==> src/rtl/cla_seq_divider.sv <==
// Multi-cycle unsigned restoring divider with a start/busy/done handshake.
// Each iteration does one trial subtraction R - D as R + ~D + 1 on a WIDTH+1 bit CLA-style adder.
module cla_seq_divider #(
    parameter int unsigned WIDTH = 16
) (
    input  logic             clk,
    input  logic             rst_n,
    input  logic             start,
    input  logic [WIDTH-1:0] dividend,
    input  logic [WIDTH-1:0] divisor,
    output logic             busy,
    output logic             done,
    output logic [WIDTH-1:0] quotient,
    output logic [WIDTH-1:0] remainder,
    output logic             div_by_zero
);

    localparam int unsigned CW = (WIDTH > 1) ? $clog2(WIDTH) : 1;

    localparam logic [1:0] IDLE = 2'd0;
    localparam logic [1:0] RUN  = 2'd1;
    localparam logic [1:0] DONE = 2'd2;

    logic [1:0]       state_q, state_d;
    logic [CW-1:0]    cnt_q, cnt_d;
    logic [WIDTH-1:0] q_q, q_d;
    logic [WIDTH-1:0] r_q, r_d;
    logic [WIDTH-1:0] d_q, d_d;
    logic [WIDTH-1:0] quo_q, quo_d;
    logic [WIDTH-1:0] rem_q, rem_d;
    logic             dbz_q, dbz_d;

    // Trial subtraction: shifted R (WIDTH+1 bits so its msb is never lost) plus ~D plus 1
    logic [WIDTH:0]   sh, op_b, p, g;
    logic [WIDTH+1:0] c;
    logic [WIDTH-1:0] sum;
    logic             no_borrow;

    always_comb begin
        sh   = {r_q, q_q[WIDTH-1]};
        op_b = ~{1'b0, d_q};
        p    = sh ^ op_b;
        g    = sh & op_b;
        c    = '0;
        c[0] = 1'b1;
        for (int i = 0; i <= WIDTH; i++) begin
            c[i+1] = g[i] | (p[i] & c[i]);
        end
        sum = '0;
        for (int i = 0; i < WIDTH; i++) begin
            sum[i] = p[i] ^ c[i];
        end
        no_borrow = c[WIDTH+1];
    end

    always_comb begin
        state_d = state_q;
        cnt_d   = cnt_q;
        q_d     = q_q;
        r_d     = r_q;
        d_d     = d_q;
        quo_d   = quo_q;
        rem_d   = rem_q;
        dbz_d   = dbz_q;
        case (state_q)
            IDLE, DONE: begin
                state_d = IDLE;
                if (start) begin
                    if (divisor != '0) begin
                        state_d = RUN;
                        q_d     = dividend;
                        d_d     = divisor;
                        r_d     = '0;
                        cnt_d   = '0;
                    end else begin
                        state_d = DONE;
                        quo_d   = '1;
                        rem_d   = dividend;
                        dbz_d   = 1'b1;
                    end
                end
            end
            RUN: begin
                // Without a borrow the trial result always fits WIDTH bits since it is < D
                r_d   = no_borrow ? sum : sh[WIDTH-1:0];
                q_d   = {q_q[WIDTH-2:0], no_borrow};
                cnt_d = cnt_q + CW'(1);
                if (cnt_q == CW'(WIDTH - 1)) begin
                    state_d = DONE;
                    quo_d   = q_d;
                    rem_d   = r_d;
                    dbz_d   = 1'b0;
                end
            end
            default: state_d = IDLE;
        endcase
    end

    always_ff @(posedge clk or negedge rst_n) begin
        if (!rst_n) begin
            state_q <= IDLE;
            cnt_q   <= '0;
            q_q     <= '0;
            r_q     <= '0;
            d_q     <= '0;
            quo_q   <= '0;
            rem_q   <= '0;
            dbz_q   <= 1'b0;
        end else begin
            state_q <= state_d;
            cnt_q   <= cnt_d;
            q_q     <= q_d;
            r_q     <= r_d;
            d_q     <= d_d;
            quo_q   <= quo_d;
            rem_q   <= rem_d;
            dbz_q   <= dbz_d;
        end
    end

    assign busy        = (state_q == RUN);
    assign done        = (state_q == DONE);
    assign quotient    = quo_q;
    assign remainder   = rem_q;
    assign div_by_zero = dbz_q;

endmodule
==> config.mk <==
export PLATFORM = sky130hd
export DESIGN_NAME = cla_seq_divider
export DESIGN_NICKNAME = d
export VERILOG_FILES = /design/src/rtl/cla_seq_divider.sv
export SDC_FILE = /design/constraint.sdc
export NUM_CORES = 1
export LEC_CHECK = 0
export CORE_ASPECT_RATIO = 1.1
export CORE_MARGIN = 2
export CORE_UTILIZATION = 58
export DETAILED_ROUTE_END_ITERATION = 12
export GPL_ROUTABILITY_DRIVEN = 0
export PLACE_DENSITY = 0.94
export SKIP_CTS_REPAIR_TIMING = 1
export SYNTH_ARGS = -nofsm -noshare
export SYNTH_HDL_FRONTEND = slang
export SYNTH_SLANG_ARGS = --single-unit
==> constraint.sdc <==
create_clock -name clk -period 15.8 [get_ports clk]
set_input_delay 3.16 -clock clk [delete_from_list [all_inputs] [get_ports clk]]
set_output_delay 3.16 -clock clk [all_outputs]
set_load 0.005 [all_outputs]
Yosys cells after proc, flatten, opt, wreduce, memory -nomap -nowiden
Cells that the tools add are included.
Word-level totals
  register bits after elaboration: 87
  bits of input ports: 35
  output and inout port bits: 35
Cells by class
  add/sub/neg operators: 1
  equality and inequality tests: 7
  multiplexer cells: 26
  bitwise gates (word level): 52
  reduce and logical (&&, ||, !) cells: 7
Operators by type and width (count)
  2-to-1 mux 16 bit: 11
  one-hot mux 16 bit (2 select lines): 4
  AND 17 bit: 1
  NOT 16 -> 17 bit: 1
  bitwise OR 1 bit: 17
  bitwise XOR 17 bit: 1
  AND 1 bit: 16
  nonzero test 16 bit: 1
  bitwise XOR 1 bit: 15
  2-to-1 mux 4 bit: 2
  one-hot mux 4 bit (2 select lines): 1
  2-to-1 mux 2 bit: 3
  inequality test 2 bit, second input constant: 3
  AND reduction 3 bit: 2
  adder 4 x 1 -> 4 bit, second input constant: 1
  == test 4 bit, second input constant: 1
  one-hot mux 2 bit (2 select lines): 1
  AND reduction 4 bit: 1
  2-to-1 mux 1 bit: 3
  == test 2 x 1 -> 1 bit, second input constant: 1
  == test 2 bit, second input constant: 1
  zero test 2 bit: 1
  inequality test 2 x 1 -> 1 bit, second input constant: 1
  one-hot mux 1 bit (2 select lines): 1
  other kinds (3): 3

Depth between registers and ports, before layout
  depth after elaboration: 38
  gate-level depth with buffers: 25

Worst setup path after synthesis
No wires, ideal clock.
  path kind: register to register
  start point: reg q_q[15]
  end point: reg rem_q[10] (netlist: remainder[10])
  arrival time: 7.283 ns
  required time: 15.675 ns
  path slack: 8.392 ns
  cell stages (with the launch flop): 26
  path buffers: 1
  clock period less this slack: 7.408 ns
  cells stage by stage: dfrtp_1 inv_1 ha_1 inv_1 fa_1 fa_1 fa_1 fa_1 fa_1 fa_1 fa_1 fa_1 fa_1 fa_1 fa_1 fa_1 fa_1 inv_1 fa_1 inv_1 fa_1 nor2_2 buf_4 mux2i_1 o21ai_0 mux2_4
On the way
  longest elaborated chain between the ends: 37
  elaborated cells between the ends (all ways): 39
Ends and longest elaborated chain
  start: declaration: line 26  | logic [WIDTH-1:0] q_q, q_d;
  start signal: assignment: line 112  | q_q <= q_d;
  AND 17 bit / bitwise XOR 17 bit (equally long branches): line 43, 42
  bitwise OR 1 bit (*): line 47  | c[i+1] = g[i] | (p[i] & c[i]);
  AND 1 bit (*): line 47
  bitwise OR 1 bit (*): line 47
  AND 1 bit (*): line 47
  bitwise OR 1 bit (*): line 47
  AND 1 bit (*): line 47
  bitwise OR 1 bit (*): line 47
  (+21 left out)
  bitwise OR 1 bit: line 47
  AND 1 bit: line 47
  bitwise OR 1 bit: line 47
  AND 1 bit: line 47
  bitwise OR 1 bit: line 47
  2-to-1 mux 16 bit (*): line 85  | r_d = no_borrow ? sum : sh[WIDTH-1:0];
  2-to-1 mux 16 bit (*): line 88  | if (cnt_q == CW'(WIDTH - 1)) begin
  one-hot mux 16 bit (2 select lines) (*): line 65  | case (state_q)
  end signal: assignment: line 116  | rem_q <= rem_d;
  end: declaration: line 30  | logic [WIDTH-1:0] rem_q, rem_d;
Every way passes the cells marked *; elsewhere a longest branch is shown, timed or not. The select of a mux whose other input is x is not followed.
A chain may end at the register's enable or synchronous reset.

Worst setup path after layout
  start point: reg q_q[15]
  end point: reg rem_q[5] (netlist: remainder[5])
On the way
  longest elaborated chain between the ends: 37
  elaborated cells between the ends (all ways): 39
Ends and longest elaborated chain (line)
  AND 17 bit / bitwise XOR 17 bit (equally long branches): 43, 42
  bitwise OR 1 bit (*): 47
  AND 1 bit (*): 47
  bitwise OR 1 bit (*): 47
  AND 1 bit (*): 47
  bitwise OR 1 bit (*): 47
  AND 1 bit (*): 47
  bitwise OR 1 bit (*): 47
  (+21 left out)
  bitwise OR 1 bit: 47
  AND 1 bit: 47
  bitwise OR 1 bit: 47
  AND 1 bit: 47
  bitwise OR 1 bit: 47
  2-to-1 mux 16 bit (*): 85
  2-to-1 mux 16 bit (*): 88
  one-hot mux 16 bit (2 select lines) (*): 65
Marks and branches as above.

==> results.json <==
{
  "drv_slew": 0,
  "seq_area_frac_synth": 0.511,
  "tns_ps": 0,
  "yosysWarnings": 0,
  "relSlewSlack": 0.289,
  "antenna_found_initial": 0,
  "async_reset_ff_frac": 1.00,
  "irDropWorstVdd_mv": 0.0972,
  "post-route-period-util": 0.519,
  "setup_slack_ps": 7590,
  "fin_nets": 534,
  "cp.arrival_ps": 8470,
  "cts_sinks": 87,
  "slowest_delay_ps": 840,
  "cp_cell_sequence": "inv_1 -> ha_1 -> inv_1 -> fa_1 -> fa_1 -> fa_1 -> fa_1 -> fa_1 -> fa_1 -> fa_1 -> fa_1 -> fa_1 -> fa_1 -> fa_1 -> fa_1 -> fa_1 -> inv_1 -> fa_1 -> inv_1 -> fa_1 -> nor2_2 -> mux2i_1 -> o21ai_0 -> mux2_2",
  "grt_overflow": 0,
  "ys_types": 32,
  "cts_tree": "built",
  "critPathLaunchType": "flop",
  "initial_core_util": 0.602,
  "syn-num-nets": 477,
  "powerDensity_nw_per_um2": 216,
  "worst_pin_slew_ps": 1070,
  "place_ws_ps": 7630,
  "crit_fanout": 17,
  "grt_max_degree": 88,
  "final_util": 0.730,
  "rows": 32,
  "setup_viol": 0,
  "worstPathRequired_ps": 16070,
  "use_met2": 0.386,
  "vias_per_cell": 5.76,
  "fp.dieArea_um2": 8050,
  "placement.io_buffers": 69,
  "fin_cells": 572,
  "via_count": 3297,
  "numCtsBuffers": 9,
  "track_usage": 0.246,
  "clk_pin_slew_ps": 100,
  "ys.flop_type": "dfrtp_1",
  "hold_violations": 0,
  "ioPinCount": 70,
  "rsz0062_at_grt": "no",
  "htree_levels": 3,
  "status": "complete, but fails checks",
  "synth-edff-count": 0,
  "cts_root_buf": "clkbuf_8",
  "area_delta_synth_final_pct": 21.4,
  "cap_viol_max_count": 0,
  "core-area_um2": 7090,
  "clock_latency_ps": 370,
  "end_kind": "flop",
  "syn_area_per_cell_um2": 10.0,
  "route.antenna.remaining_nets": 0,
  "clock_skew_ps": 15.3,
  "crit_buf_inv": 4,
  "drive_gt1_frac": 0.0924,
  "busiest_layer": "met2",
  "grt_first_pass_wirelength_mm": 15.4,
  "crit_path_frequent_cell": "fa_1",
  "post_drt_wl_per_cell_um": 16.2,
  "leakage_nw": 2.20,
  "dr.pass1.iters": 9,
  "fmaxAchievable_mhz": 122,
  "grt_pass1_vias": 3207,
  "path_class": "reg2reg",
  "place_inst": 556,
  "dp_hpwl_mm": 6.44,
  "use_met3": 0.0457,
  "use_met1": 0.355,
  "postSynthCellCount": 425,
  "die_x_um": 85.7,
  "final_common_cell": "dfrtp_1",
  "whs_ps": 490,
  "crit_slowest_cell": "nor2_2",
  "drt_iter0_drc": 272,
  "drt_wl_total_mm": 9.27,
  "clock_path_buffers": 2,
  "violations": "DRC",
  "dieHeight_um": 93.9,
  "layout_common_cells": "87 x dfrtp_1, 68 x clkdlybuf4s50_1, 61 x nand2_1",
  "crit_family": "adder cells",
  "fin_crit_ps": 8210,
  "worstHoldPathType": "reg2reg",
  "insertedDiodeCount": 0,
  "synth-seq-cells": 87,
  "n_fill_cell": 469,
  "drc": 7,
  "syn-cell-area_um2": 4260
}
[tightest hold or removal path, delay by kind of cell (launching register included)]
kind | cells | cell delay, ps
and+or+nand+nor | 2 | 110
DFF | 1 | 360
[synth_stat cells (all sizes together), types with 10 or more instances]
library cell | count | area share
a21oi | 46 | 0.054
buf | 10 | 0.017
clkbuf | 17 | 0.015
dfrtp | 87 | 0.51
fa | 15 | 0.070
inv | 20 | 0.018
mux2 | 16 | 0.049
mux2i | 14 | 0.033
nand2 | 61 | 0.054
nand3 | 20 | 0.023
nor2 | 49 | 0.044
o21ai | 48 | 0.056
[area by class of cell]
cell class              instances  area (um^2)  share of cell area
flip-flops and latches         87         2180               0.421
well taps                      85          106              0.0205
multi-input cells             291         1880               0.363
clock inverters                 7         97.6              0.0189
repair buffers                 73          718               0.139
inverters                      20         75.1              0.0145
clock buffers                   9          124              0.0239
[state kept, by name (all words and copies together), names as in the netlist]
name	flops
quotient	16
r_q	16
div_by_zero	1
remainder	16
state_q	2
q_q	16
cnt_q	4
d_q	16
[routing by layer]
metal / up-vias / part of all wire
li1: 1536 / -
met2: 123 / 0.49
met3: 12 / 0.065
met1: 1626 / 0.44
met4: 0 / 0.011
met5: - / 0
[power breakdown]
part | switching, W | leakage, nW | internal [W] | total [W]
logic | 0.000281 | 1.09 | 0.000260 | 0.000542
registers | 0.0000737 | 1.01 | 0.000330 | 0.000404
clock network | 0.0000822 | 0.105 | 0.0000892 | 0.000171
total | 0.000437 | 2.20 | 0.000680 | 0.00112
[through the flow]
| step | power, W | area (um^2) |
|---|---|---|
| after global routing | 0.00121 | 5180 |
| after CTS | 0.00112 | 5180 |
| after floorplan | 0.000744 | 4260 |
| after global placement | 0.000906 | 4950 |
| after detailed placement | 0.000943 | 4950 |
| final | 0.00112 | 5180 |
[logic make-up (layout without fill, tap and decap cells)]
family,Yosys count,after routing,synth area share
compound gates,102,102,0.127
xor+xnor,2,2,0.00411
fa+ha+maj,17,17,0.0763
buf+inv,47,109,0.0493
flops,87,87,0.511
mux,30,30,0.0822
simple gates,140,140,0.150
[final timing paths]
check                                        start                       end  slack (ps)  cells after the start
max in group asynchronous                    rst_n        r_q[5]$_DFFE_PN0P_       12160                      1
setup / recovery               q_q[15]$_DFFE_PN0P_  remainder[5]$_DFFE_PN0P_        7590                     24
hold reg to reg            div_by_zero$_DFFE_PN0P_   div_by_zero$_DFFE_PN0P_         490                      2
setup reg to reg               q_q[15]$_DFFE_PN0P_  remainder[5]$_DFFE_PN0P_        7590                     24
hold / removal             div_by_zero$_DFFE_PN0P_   div_by_zero$_DFFE_PN0P_         490                      2
min in group asynchronous                    rst_n  quotient[12]$_DFFE_PN0P_        2970                      1
No activity file was read; power rests on OpenSTA's default activity.
